[src/rtl/serial_frame_tx.sv]
// Framed serial transmitter: start bit, DATA_W data bits LSB-first, stop bit,
// each held CLKS_PER_BIT cycles, with registered true/complement line outputs.
module serial_frame_tx #(
    parameter int DATA_W       = 8,
    parameter int CLKS_PER_BIT = 4
) (
    input  logic              clk,
    input  logic              R,
    input  logic [DATA_W-1:0] data_in,
    input  logic              load,
    output logic              ready,
    output logic              Q,
    output logic              q,
    output logic              busy,
    output logic              done
);

    typedef enum logic [1:0] {
        ST_IDLE  = 2'd0,
        ST_START = 2'd1,
        ST_DATA  = 2'd2,
        ST_STOP  = 2'd3
    } state_t;

    localparam int CNT_W = (CLKS_PER_BIT > 1) ? $clog2(CLKS_PER_BIT) : 1;
    localparam int IDX_W = (DATA_W > 1) ? $clog2(DATA_W) : 1;
    localparam logic [CNT_W-1:0] BAUD_LAST = CNT_W'(CLKS_PER_BIT - 1);
    localparam logic [IDX_W-1:0] IDX_LAST  = IDX_W'(DATA_W - 1);

    state_t             state_q, state_d;
    logic [CNT_W-1:0]   baud_q, baud_d;
    logic [IDX_W-1:0]   idx_q, idx_d;
    logic [DATA_W-1:0]  shift_q, shift_d;
    logic               line_q, line_d;
    logic               line_n_q, line_n_d;
    logic               ready_q, ready_d;
    logic               busy_q, busy_d;
    logic               done_q, done_d;
    logic               bit_end_s;

    // Next-state logic for the frame sequencer, baud counter and shifter.
    always_comb begin
        state_d   = state_q;
        baud_d    = baud_q;
        idx_d     = idx_q;
        shift_d   = shift_q;
        bit_end_s = (baud_q == BAUD_LAST);
        case (state_q)
            ST_IDLE: begin
                if (load) begin
                    shift_d = data_in;
                    baud_d  = {CNT_W{1'b0}};
                    idx_d   = {IDX_W{1'b0}};
                    state_d = ST_START;
                end else begin
                    state_d = ST_IDLE;
                end
            end
            ST_START: begin
                if (bit_end_s) begin
                    baud_d  = {CNT_W{1'b0}};
                    idx_d   = {IDX_W{1'b0}};
                    state_d = ST_DATA;
                end else begin
                    baud_d = baud_q + CNT_W'(1);
                end
            end
            ST_DATA: begin
                if (bit_end_s) begin
                    baud_d  = {CNT_W{1'b0}};
                    shift_d = shift_q >> 1;
                    if (idx_q == IDX_LAST) begin
                        state_d = ST_STOP;
                    end else begin
                        idx_d = idx_q + IDX_W'(1);
                    end
                end else begin
                    baud_d = baud_q + CNT_W'(1);
                end
            end
            ST_STOP: begin
                if (bit_end_s) begin
                    baud_d  = {CNT_W{1'b0}};
                    state_d = ST_IDLE;
                end else begin
                    baud_d = baud_q + CNT_W'(1);
                end
            end
            default: begin
                state_d = ST_IDLE;
                baud_d  = {CNT_W{1'b0}};
                idx_d   = {IDX_W{1'b0}};
            end
        endcase
    end

    // Outputs are derived from the next state so the registered values line
    // up with the cycle the state register enters.
    always_comb begin
        line_d = 1'b1;
        case (state_d)
            ST_START: line_d = 1'b0;
            ST_DATA:  line_d = shift_d[0];
            default:  line_d = 1'b1;
        endcase
        line_n_d = ~line_d;
        ready_d  = (state_d == ST_IDLE);
        busy_d   = (state_d != ST_IDLE);
        done_d   = (state_d == ST_STOP) && (baud_d == BAUD_LAST);
    end

    // State and output registers with synchronous reset.
    always_ff @(posedge clk) begin
        if (R) begin
            state_q  <= ST_IDLE;
            baud_q   <= {CNT_W{1'b0}};
            idx_q    <= {IDX_W{1'b0}};
            shift_q  <= {DATA_W{1'b0}};
            line_q   <= 1'b1;
            line_n_q <= 1'b0;
            ready_q  <= 1'b1;
            busy_q   <= 1'b0;
            done_q   <= 1'b0;
        end else begin
            state_q  <= state_d;
            baud_q   <= baud_d;
            idx_q    <= idx_d;
            shift_q  <= shift_d;
            line_q   <= line_d;
            line_n_q <= line_n_d;
            ready_q  <= ready_d;
            busy_q   <= busy_d;
            done_q   <= done_d;
        end
    end

    assign Q     = line_q;
    assign q     = line_n_q;
    assign ready = ready_q;
    assign busy  = busy_q;
    assign done  = done_q;

endmodule

[config.mk]
export PLATFORM = sky130hd
export DESIGN_NAME = serial_frame_tx
export DESIGN_NICKNAME = d
export VERILOG_FILES = /design/src/rtl/serial_frame_tx.sv
export SDC_FILE = /design/constraint.sdc
export NUM_CORES = 1
export LEC_CHECK = 0
export CORE_ASPECT_RATIO = 1.2
export CORE_MARGIN = 2
export CORE_UTILIZATION = 50
export DETAILED_ROUTE_END_ITERATION = 6
export PLACE_DENSITY = 0.85
export SETUP_SLACK_MARGIN = 0.3
export SYNTH_ARGS = -nofsm -noshare
export SYNTH_HDL_FRONTEND = slang
export SYNTH_SLANG_ARGS = --single-unit
export TNS_END_PERCENT = 20
[constraint.sdc]
create_clock -name clk -period 1.9 [get_ports clk]
set_input_delay 0.19 -clock clk [delete_from_list [all_inputs] [get_ports clk]]
set_output_delay 0.19 -clock clk [all_outputs]
set_load 0.03 [all_outputs]
==> Word level (Yosys, flattened, before mapping) <==
Index checks and enable logic that the tools add are counted.
{ "totals": {"inputBits": 11, "regBits": 20} }
{ "classes": {"n_bitwise": 1, "n_addsub": 2, "n_reduce_logical": 9, "n_mux": 18, "eq_ne": 13} }
{ "ops": {"columns": ["cell", "n"], "rows": [
  ["8-bit 2-to-1 mux", 2],
  ["8-bit case mux with 2 select lines", 1],
  ["2-bit equality test (second input constant)", 6],
  ["2-bit 2-to-1 mux", 6],
  ["3-bit 2-to-1 mux", 4],
  ["3-bit case mux with 3 select lines", 1],
  ["2-bit inequality test (second input constant)", 4],
  ["2-bit case mux with 4 select lines", 1],
  ["5-bit AND reduction", 1],
  ["2-bit by 1-bit equality test with 1-bit output (second input constant)", 2],
  ["2-bit logical NOT", 2],
  ["2-bit case mux with 2 select lines", 1],
  ["2-bit nonzero test", 2],
  ["3-bit by 1-bit adder with 3-bit output (second input constant)", 1],
  ["3-bit equality test (second input constant)", 1],
  ["3-bit AND reduction", 1],
  ["3-bit nonzero test", 1],
  ["3-bit OR reduction", 1],
  ["2-bit by 1-bit adder with 2-bit output (second input constant)", 1],
  ["1-bit case mux with 2 select lines", 1],
  ["1-bit logical AND", 1],
  ["1-bit 2-to-1 mux", 1],
  ["1-bit inverter", 1]
]} }

==> Longest topological paths before layout <==
Gate-level depths: netlist of run 1.
{ "logic_depth": {"ltp_word": 7, "mapped_depth": 5, "depth_no_buf": 5} }

==> Worst setup path after synthesis of run 1 <==
No wires, ideal clock.
{ "synth_timing": {"path_kind": "reg-to-reg", "start": "register baud_q[0]", "end": "register idx_q[1]", "period_less_slack_ns": 1.361, "path_slack_ns": 0.539, "t_arrival_ns": 1.229, "path_stages_with_launch": 6, "path_buffers": 1, "t_required_ns": 1.768, "path_cell_list": "dfxtp_1 ha_1 buf_2 and3b_1 o311ai_1 a21oi_1"} }
{ "synth_via": {"elab_chain_len": 3} }
{ "synth_lines": {"columns": ["item", "line_no", "rtl"], "rows": [
  ["start, declared", "31", "logic [CNT_W-1:0] baud_q, baud_d;"],
  ["start signal, assigned", "116", "baud_q <= {CNT_W{1'b0}};"],
  ["start signal, assigned", "126", "baud_q <= baud_d;"],
  ["2-bit equality test *", "47", "bit_end_s = (baud_q == BAUD_LAST);"],
  ["2-bit inequality test (no source line)", null, null],
  ["5-bit AND reduction (no source line) *", null, null],
  ["end signal, assigned", "117", "idx_q <= {IDX_W{1'b0}};"],
  ["end signal, assigned", "127", "idx_q <= idx_d;"],
  ["end, declared", "32", "logic [IDX_W-1:0] idx_q, idx_d;"]
]} }
Every way passes the cells marked *; elsewhere a longest branch is shown, timed or not.
A chain may end at the register's enable or synchronous reset.

==> Worst setup path after layout of run 1 <==
{ "layout_timing": {"start": "register baud_q[0]", "end": "register done_q, in the netlist done"} }
{ "layout_via": {"elab_chain_len": 5} }
{ "layout_lines": {"columns": ["item", "line_no", "rtl"], "rows": [
  ["2-bit by 1-bit adder with 2-bit output / 2-bit equality test (equally long branches)", null, null],
  ["2-bit 2-to-1 mux, on equally long branches", "60, 69, 82", null],
  ["2-bit case mux with 2 select lines / 2-bit case mux with 4 select lines (equally long branches)", "48", "case (state_q)"],
  ["2-bit equality test", "109", "done_d = (state_d == ST_STOP) && (baud_d == BAUD_LAST);"],
  ["1-bit logical AND *", "109", null],
  ["end signal, assigned", "133", "done_q <= done_d;"],
  ["end, declared", "38", "logic done_q, done_d;"]
]} }
Marked as above.

==> results.py, run 1 <==
metrics = {
    "outcome": {
        "status": "finished clean",
    },
    "routing": {
        "dr.pass1.iters": 4,
        "drt-total-wl_microns": 1960,
        "ant_nets": 0,
        "num_vias": 820,
        "post_drt_wl_per_cell_microns": 14.4,
        "drt-initial-drc-count": 13,
        "viasPerCell": 6.03,
        "drc": 0,
    },
    "final_layout": {
        "final_util_pct": 62.4,
        "ff_latch_area_sq_um": 402,
        "nNetsFinal": 133,
        "drive_above_1_share_pct": 12.8,
        "area_growth_pct": 15.5,
        "multiInputGateArea_sq_um": 544,
        "fill_cells": 167,
        "antenna_cells": 0,
    },
    "yosys": {
        "yosys.cell_types.count": 34,
        "synth_seq_cells": 20,
        "yosys_warnings": 0,
        "yosys.area.top_type_share_pct": 39.6,
        "syn_nets": 119,
        "syn_avg_cell_area_sq_um": 9.64,
        "syn_area_sq_um": 1010,
        "yosys-top-cells-area": "dfxtp_1 (40%), a21oi_1 (7.4%), a22oi_1 (5.2%)",
        "synth_edf_count": 0,
        "synthTopCellsByCount": "dfxtp_1 (20), a21oi_1 (15), nand3_1 (9)",
        "yosysSeqAreaShare_pct": 39.6,
        "ys.flop_type": "dfxtp_1",
        "synthArstFlopShare_pct": 0,
        "synth_top_area_cell": "dfxtp_1",
        "netlist_instances": 105,
        "yosysMostFrequentCell": "dfxtp_1",
    },
    "min_path": {
        "min_path_type": "in -> reg",
    },
    "setup_path": {
        "cp.arrival_ns": 1.70,
        "path_class": "reg -> reg",
        "slowest_stage": "or3_4",
        "crit_required_ns": 2.11,
        "cp_max_fo": 15,
        "end_kind": "flop",
        "r2r_setup_slack_ns": 0.41,
        "slowest_delay_ns": 0.43,
        "path_cells": "ha_2 -> or3_4 -> a2111oi_4",
        "critPathLaunchType": "flop",
    },
    "power": {
        "power.density_nw_per_um2": 671,
        "max-vdd-ir-drop_v": 0.000677,
        "leakagePower_nw": 0.418,
        "power_mw": 0.784,
    },
    "global_routing": {
        "grt_pass1_vias": 753,
        "grt_pass1_wl_microns": 3310,
        "antenna_found_initial": 0,
        "grt_start_max_net_pins": 20,
        "grt.overflow.total": 0,
        "grt_use_total_pct": 19.5,
    },
    "cts": {
        "cts_setup_buffers": 0,
        "clk_path_buf_depth": 2,
        "cts_inserted_buffers": 3,
        "clkLatencyLatePin_ns": 0.30,
        "clock-root-buffer": "clkbuf_4",
        "h-tree-depth": 1,
        "clk_pin_slew_worst_paths_ns": 0.10,
        "tritoncts": "built",
        "clock_sinks": 20,
    },
    "floorplanning": {
        "num_rows": 17,
        "core_sq_um": 1870,
        "ios": 16,
        "die-area_sq_um": 2400,
        "start_util_pct": 54.1,
        "die_y_microns": 53.3,
        "die_x_microns": 45.1,
    },
    "sta": {
        "fin_crit_ns": 1.49,
        "rsz0062_at_grt": "false",
        "max_freq_mhz": 672,
        "finalMaxSlewViolations": 0,
        "timing.setup.tns_ns": 0,
        "relSlewSlack_pct": 69.7,
        "period_share_pct": 78.4,
        "worstMarginPinSlew_ns": 0.454,
        "setup-violations-final": 0,
        "finalHoldViolCount": 0,
        "finClkSkew_ns": 0.00101,
    },
    "place": {
        "gp_congestion": 0.803,
        "port_buffers": 15,
        "hpwl_microns": 1440,
    },
    "job": {
        "cap_violations": 0,
    },
}
layout make-up:
class | instances | area share [%]
Multi-Input combinational cell | 75 | 46.6
Sequential cell | 20 | 34.4
Timing Repair Buffer | 18 | 14.8
Tap cell | 19 | 2.03
Clock buffer | 3 | 1.93
Inverter | 1 | 0.321
repair_timing:
item                                    4_1_cts  5_1_grt
hold buffers                                  0        0
endpoints found under the setup margin        1        3
gates resized for setup                       1        1
endpoints found under the hold margin         0        0
registers in the layout, indices dropped and copies added, names as in the netlist:
name / flops
Q: 1
baud_q: 2
busy: 1
done: 1
idx_q: 3
q: 1
ready: 1
shift_q: 8
state_q: 2
worst max-delay path: cells and delay by family, from the launching register on:
kind,cells,cell delay (ns)
AOI/OAI and AO/OA,1,0.33
DFF,1,0.35
adders and majority gates,1,0.29
and+or+nand+nor,1,0.43
placed cells by master (no fill, tap or decap), types with 2 or more instances in the layout:
cell type	count
clkdlybuf4s50_1	15
clkbuf_4	3
ha_1	2
a22oi_1	7
a21oi_1	15
nand3_1	9
nor3_1	2
nand2b_1	3
buf_4	3
o311ai_1	2
nand4_1	3
dfxtp_1	19
nor2_1	2
and3b_1	2
nand2_1	7
nand3b_1	4
path summary, 6_finish.rpt:
kind	cells after the start	startpoint	to
worst max register to register	3	baud_q[0]	done
worst min-delay path	3	data_in[7]	shift_q[7]
worst min register to register	2	shift_q[2]	shift_q[2]
worst max-delay path	3	baud_q[0]	done
cell families (layout without fill, tap and decap cells):
kind of cell | Yosys count | after routing | synth area share, %
AO/OA/AOI/OAI | 32 | 32 | 23.4
adder cells (fa/ha/maj) | 3 | 3 | 3.71
buffers and inverters | 10 | 22 | 6.92
flip-flops | 20 | 20 | 39.6
AND/OR/NAND/NOR | 40 | 40 | 26.5
metrics by stage:
| stage | cell area [sq um] | hold slack, ns | setup WS, ns | std cells |
|---|---|---|---|---|
| 6_report | 1170 | 0.428 | 0.411 | 136 |
| 5_1_grt | 1170 | 0.428 | 0.315 | 136 |
| 4_1_cts | 1170 | 0.425 | 0.389 | 136 |
| 3_5_place_dp | 1140 | 0.458 | 0.200 | 133 |
| 3_3_place_gp | 1140 | 0.460 | 0.259 | 133 |
| 2_1_floorplan | 1010 | 0.326 | 0.539 | 105 |
layer usage:
metal / routed length (microns) / global-route usage (%)
met3: 54 / 3.07
met4: 59 / 13.2
met5: 0 / 0
met1: 842 / 21.0
met2: 1010 / 33.8
power by group:
part | switching [mW] | internal (mW)
sequential | 0.00980 | 0.441
clock | 0.123 | 0.0741
combinational | 0.0719 | 0.0646
total | 0.205 | 0.580
No activity file was read; power rests on OpenSTA's default activity.
==> inputs of run 2 (changes only) <==
- CORE_UTILIZATION: 50 -> 46
- PLACE_DENSITY: 0.85 -> 0.83
- clock period: 1.9 -> 1.27 ns (I/O delays scaled with it)
==> run 2 against run 1 <==
Effect of this change:
- global-route usage up 1.1 points
- maximum frequency is 8.8% higher
- critical endpoint is now idx_q[2]
- critical path depth is 2 higher
- clock power rose by 89%
- first-iteration DRC count is 62% higher
- largest power group unchanged
- sequential cell count stayed put
- the flow now finishes with violations (negative setup slack)
- hold slack lost 0.052 ns
- die area up 8.0%
- via count rose by 14%
- cell count increased by 23%
==> results.py, run 2 (synthesis gave the netlist of run 1 again) <==
metrics = {
    "outcome": {
        "status": "finished, violations left",
        "violations": "negative setup slack",
    },
    "setup_path": {
        "reg2regPathDepth": 5,
        "crit_required_ns": 1.46,
        "critical_path_buf_inv_count": 1,
        "cp_max_fo": 6,
        "path_cells": "ha_4 -> buf_12 -> and3b_1 -> o311ai_2 -> a21oi_1",
        "cp_num_cells": 5,
        "slowest_stage": "dfxtp_4",
        "r2r-start": "baud_q[0]",
        "end_kind": "flop",
        "cp.arrival_ns": 1.56,
        "slowest_delay_ns": 0.38,
        "cp_top_family": "flip-flops",
        "r2r-end": "idx_q[2]",
        "r2r_setup_slack_ns": -0.1,
        "critPathLaunchType": "flop",
        "path_class": "reg -> reg",
    },
    "place": {
        "dp_slack_ns": -0.294,
        "port_buffers": 15,
        "gp_congestion": 0.757,
        "hpwl_microns": 1510,
        "postPlaceCellArea_sq_um": 1310,
    },
    "cts": {
        "clock_sinks": 20,
        "cts_inserted_buffers": 3,
        "clk_pin_slew_worst_paths_ns": 0.12,
        "clk_path_buf_depth": 2,
        "cts_hold_buffers": 0,
        "clkLatencyLatePin_ns": 0.30,
        "clock-root-buffer": "clkbuf_4",
        "h-tree-depth": 1,
        "tritoncts": "built",
    },
    "min_path": {
        "min_path_type": "in -> reg",
        "hp-start": "data_in[7]",
        "holdPathEnd": "shift_q[7]",
        "hold-path-cell-count": 3,
    },
    "final_layout": {
        "reg.largest.list": "shift_q: 8 flops, idx_q: 3 flops",
        "final_cell_mix": "buf_4 (17), dfxtp_1 (14), a21oi_1 (11), clkdlybuf4s50_1 (10), buf_6 (8)",
        "largest_reg_flops": 8,
        "nNetsFinal": 152,
        "area_growth_pct": 50.3,
        "antenna_cells": 0,
        "multiInputGateArea_sq_um": 686,
        "fill_cells": 152,
        "stdcell_area_sq_um": 1520,
        "drive_above_1_share_pct": 49.6,
        "ff_latch_area_sq_um": 413,
        "final_common_cell": "buf_4",
        "largest_register": "shift_q",
    },
    "floorplanning": {
        "ios": 16,
        "start_util_pct": 48.9,
        "core_sq_um": 2070,
        "num_rows": 18,
        "die-area_sq_um": 2590,
        "die_x_microns": 46.8,
        "die_y_microns": 55.4,
    },
    "sta": {
        "max_freq_mhz": 731,
        "layout_setup_ws_ns": -0.0980,
        "setup-violations-final": 8,
        "finalHoldViolCount": 0,
        "relSlewSlack_pct": 77.7,
        "timing.setup.tns_ns": -0.350,
        "period_share_pct": 108,
        "finalMaxSlewViolations": 0,
        "rsz0062_at_grt": "true",
        "finClkSkew_ns": 0.00852,
        "fin_crit_ns": 1.37,
        "worstMarginPinSlew_ns": 0.333,
    },
    "global_routing": {
        "grt.overflow.total": 0,
        "grt_pass1_vias": 931,
        "antenna_found_initial": 0,
        "grt_start_max_net_pins": 13,
        "grt_use_total_pct": 20.6,
        "grt_pass1_wl_microns": 3940,
    },
    "routing": {
        "drc": 0,
        "post_drt_wl_per_cell_microns": 14.4,
        "num_vias": 932,
        "drt-initial-drc-count": 21,
        "viasPerCell": 5.58,
        "dr.pass1.iters": 4,
        "ant_nets": 0,
        "drt-total-wl_microns": 2400,
    },
    "power": {
        "max-vdd-ir-drop_v": 0.000830,
        "leakagePower_nw": 0.531,
        "power.density_nw_per_um2": 883,
    },
    "job": {
        "cap_violations": 0,
    },
}
run 2: cell types whose count changed in the layout (fill, tap and decap cells not counted), moves of 4 or more:
cell and change:
a21oi_1 -4, dfxtp_1 -5, clkdlybuf4s50_1 -5, a22oi_2 +5, buf_4 +14, a21oi_2 +4, a22oi_1 -5, buf_6 +8
run 2: power by group:
part	switching [mW]	leakage [nW]	internal [mW]
clock	0.197	0.0210	0.175
combinational	0.137	0.343	0.152
sequential	0.0225	0.167	0.658
total	0.357	0.531	0.985
run 2: worst min-delay path, cell delays in order:
cell	delay [ns]
clkdlybuf4s50_1	0.41
nand2_2	0.06
a21oi_2	0.04
run 2: layout make-up:
class | instances | area share, %
multi-input cells | 75 | 45.1
flip-flops and latches | 20 | 27.1
repair buffers | 37 | 22.7
well taps | 30 | 2.47
clock buffers | 4 | 2.38
inverters | 1 | 0.247
run 2: how the worst max path moves through the flow:
stage	to	start
3_5_place_dp	idx_q[1]	load
4_1_cts	idx_q[1]	idx_q[0]
2_1_floorplan	idx_q[1]	idx_q[1]
6_report	idx_q[2]	baud_q[0]
3_3_place_gp	shift_q[3]	load
5_1_grt	idx_q[1]	baud_q[0]
run 2: metrics by stage:
step / power, mW / std cells / hold slack, ns / util, %
2_1_floorplan: 0.830 / 105 / 0.263 / -
3_3_place_gp: 0.922 / 160 / 0.457 / 63.1
3_5_place_dp: 0.930 / 160 / 0.462 / 63.1
4_1_cts: 1.31 / 166 / 0.384 / 69.2
5_1_grt: 1.40 / 167 / 0.404 / 73.4
6_report: 1.34 / 167 / 0.377 / 73.4
run 2: routing by layer:
layer / vias to the layer above / GRT usage (%) / routed length (microns)
met3: 10 / 3.27 / 76
li1: 460 / - / -
met1: 440 / 26.4 / 1030
met2: 22 / 32.7 / 1230
met5: - / 0 / 0
met4: 0 / 9.13 / 69
run 2: repair_timing:
item | CTS | global route
pin swaps | 30 | 14
gates resized for setup | 33 | 36
hold endpoints to repair | 0 | 0
buffers inserted | 2 | 1
setup endpoints to repair | 25 | 25
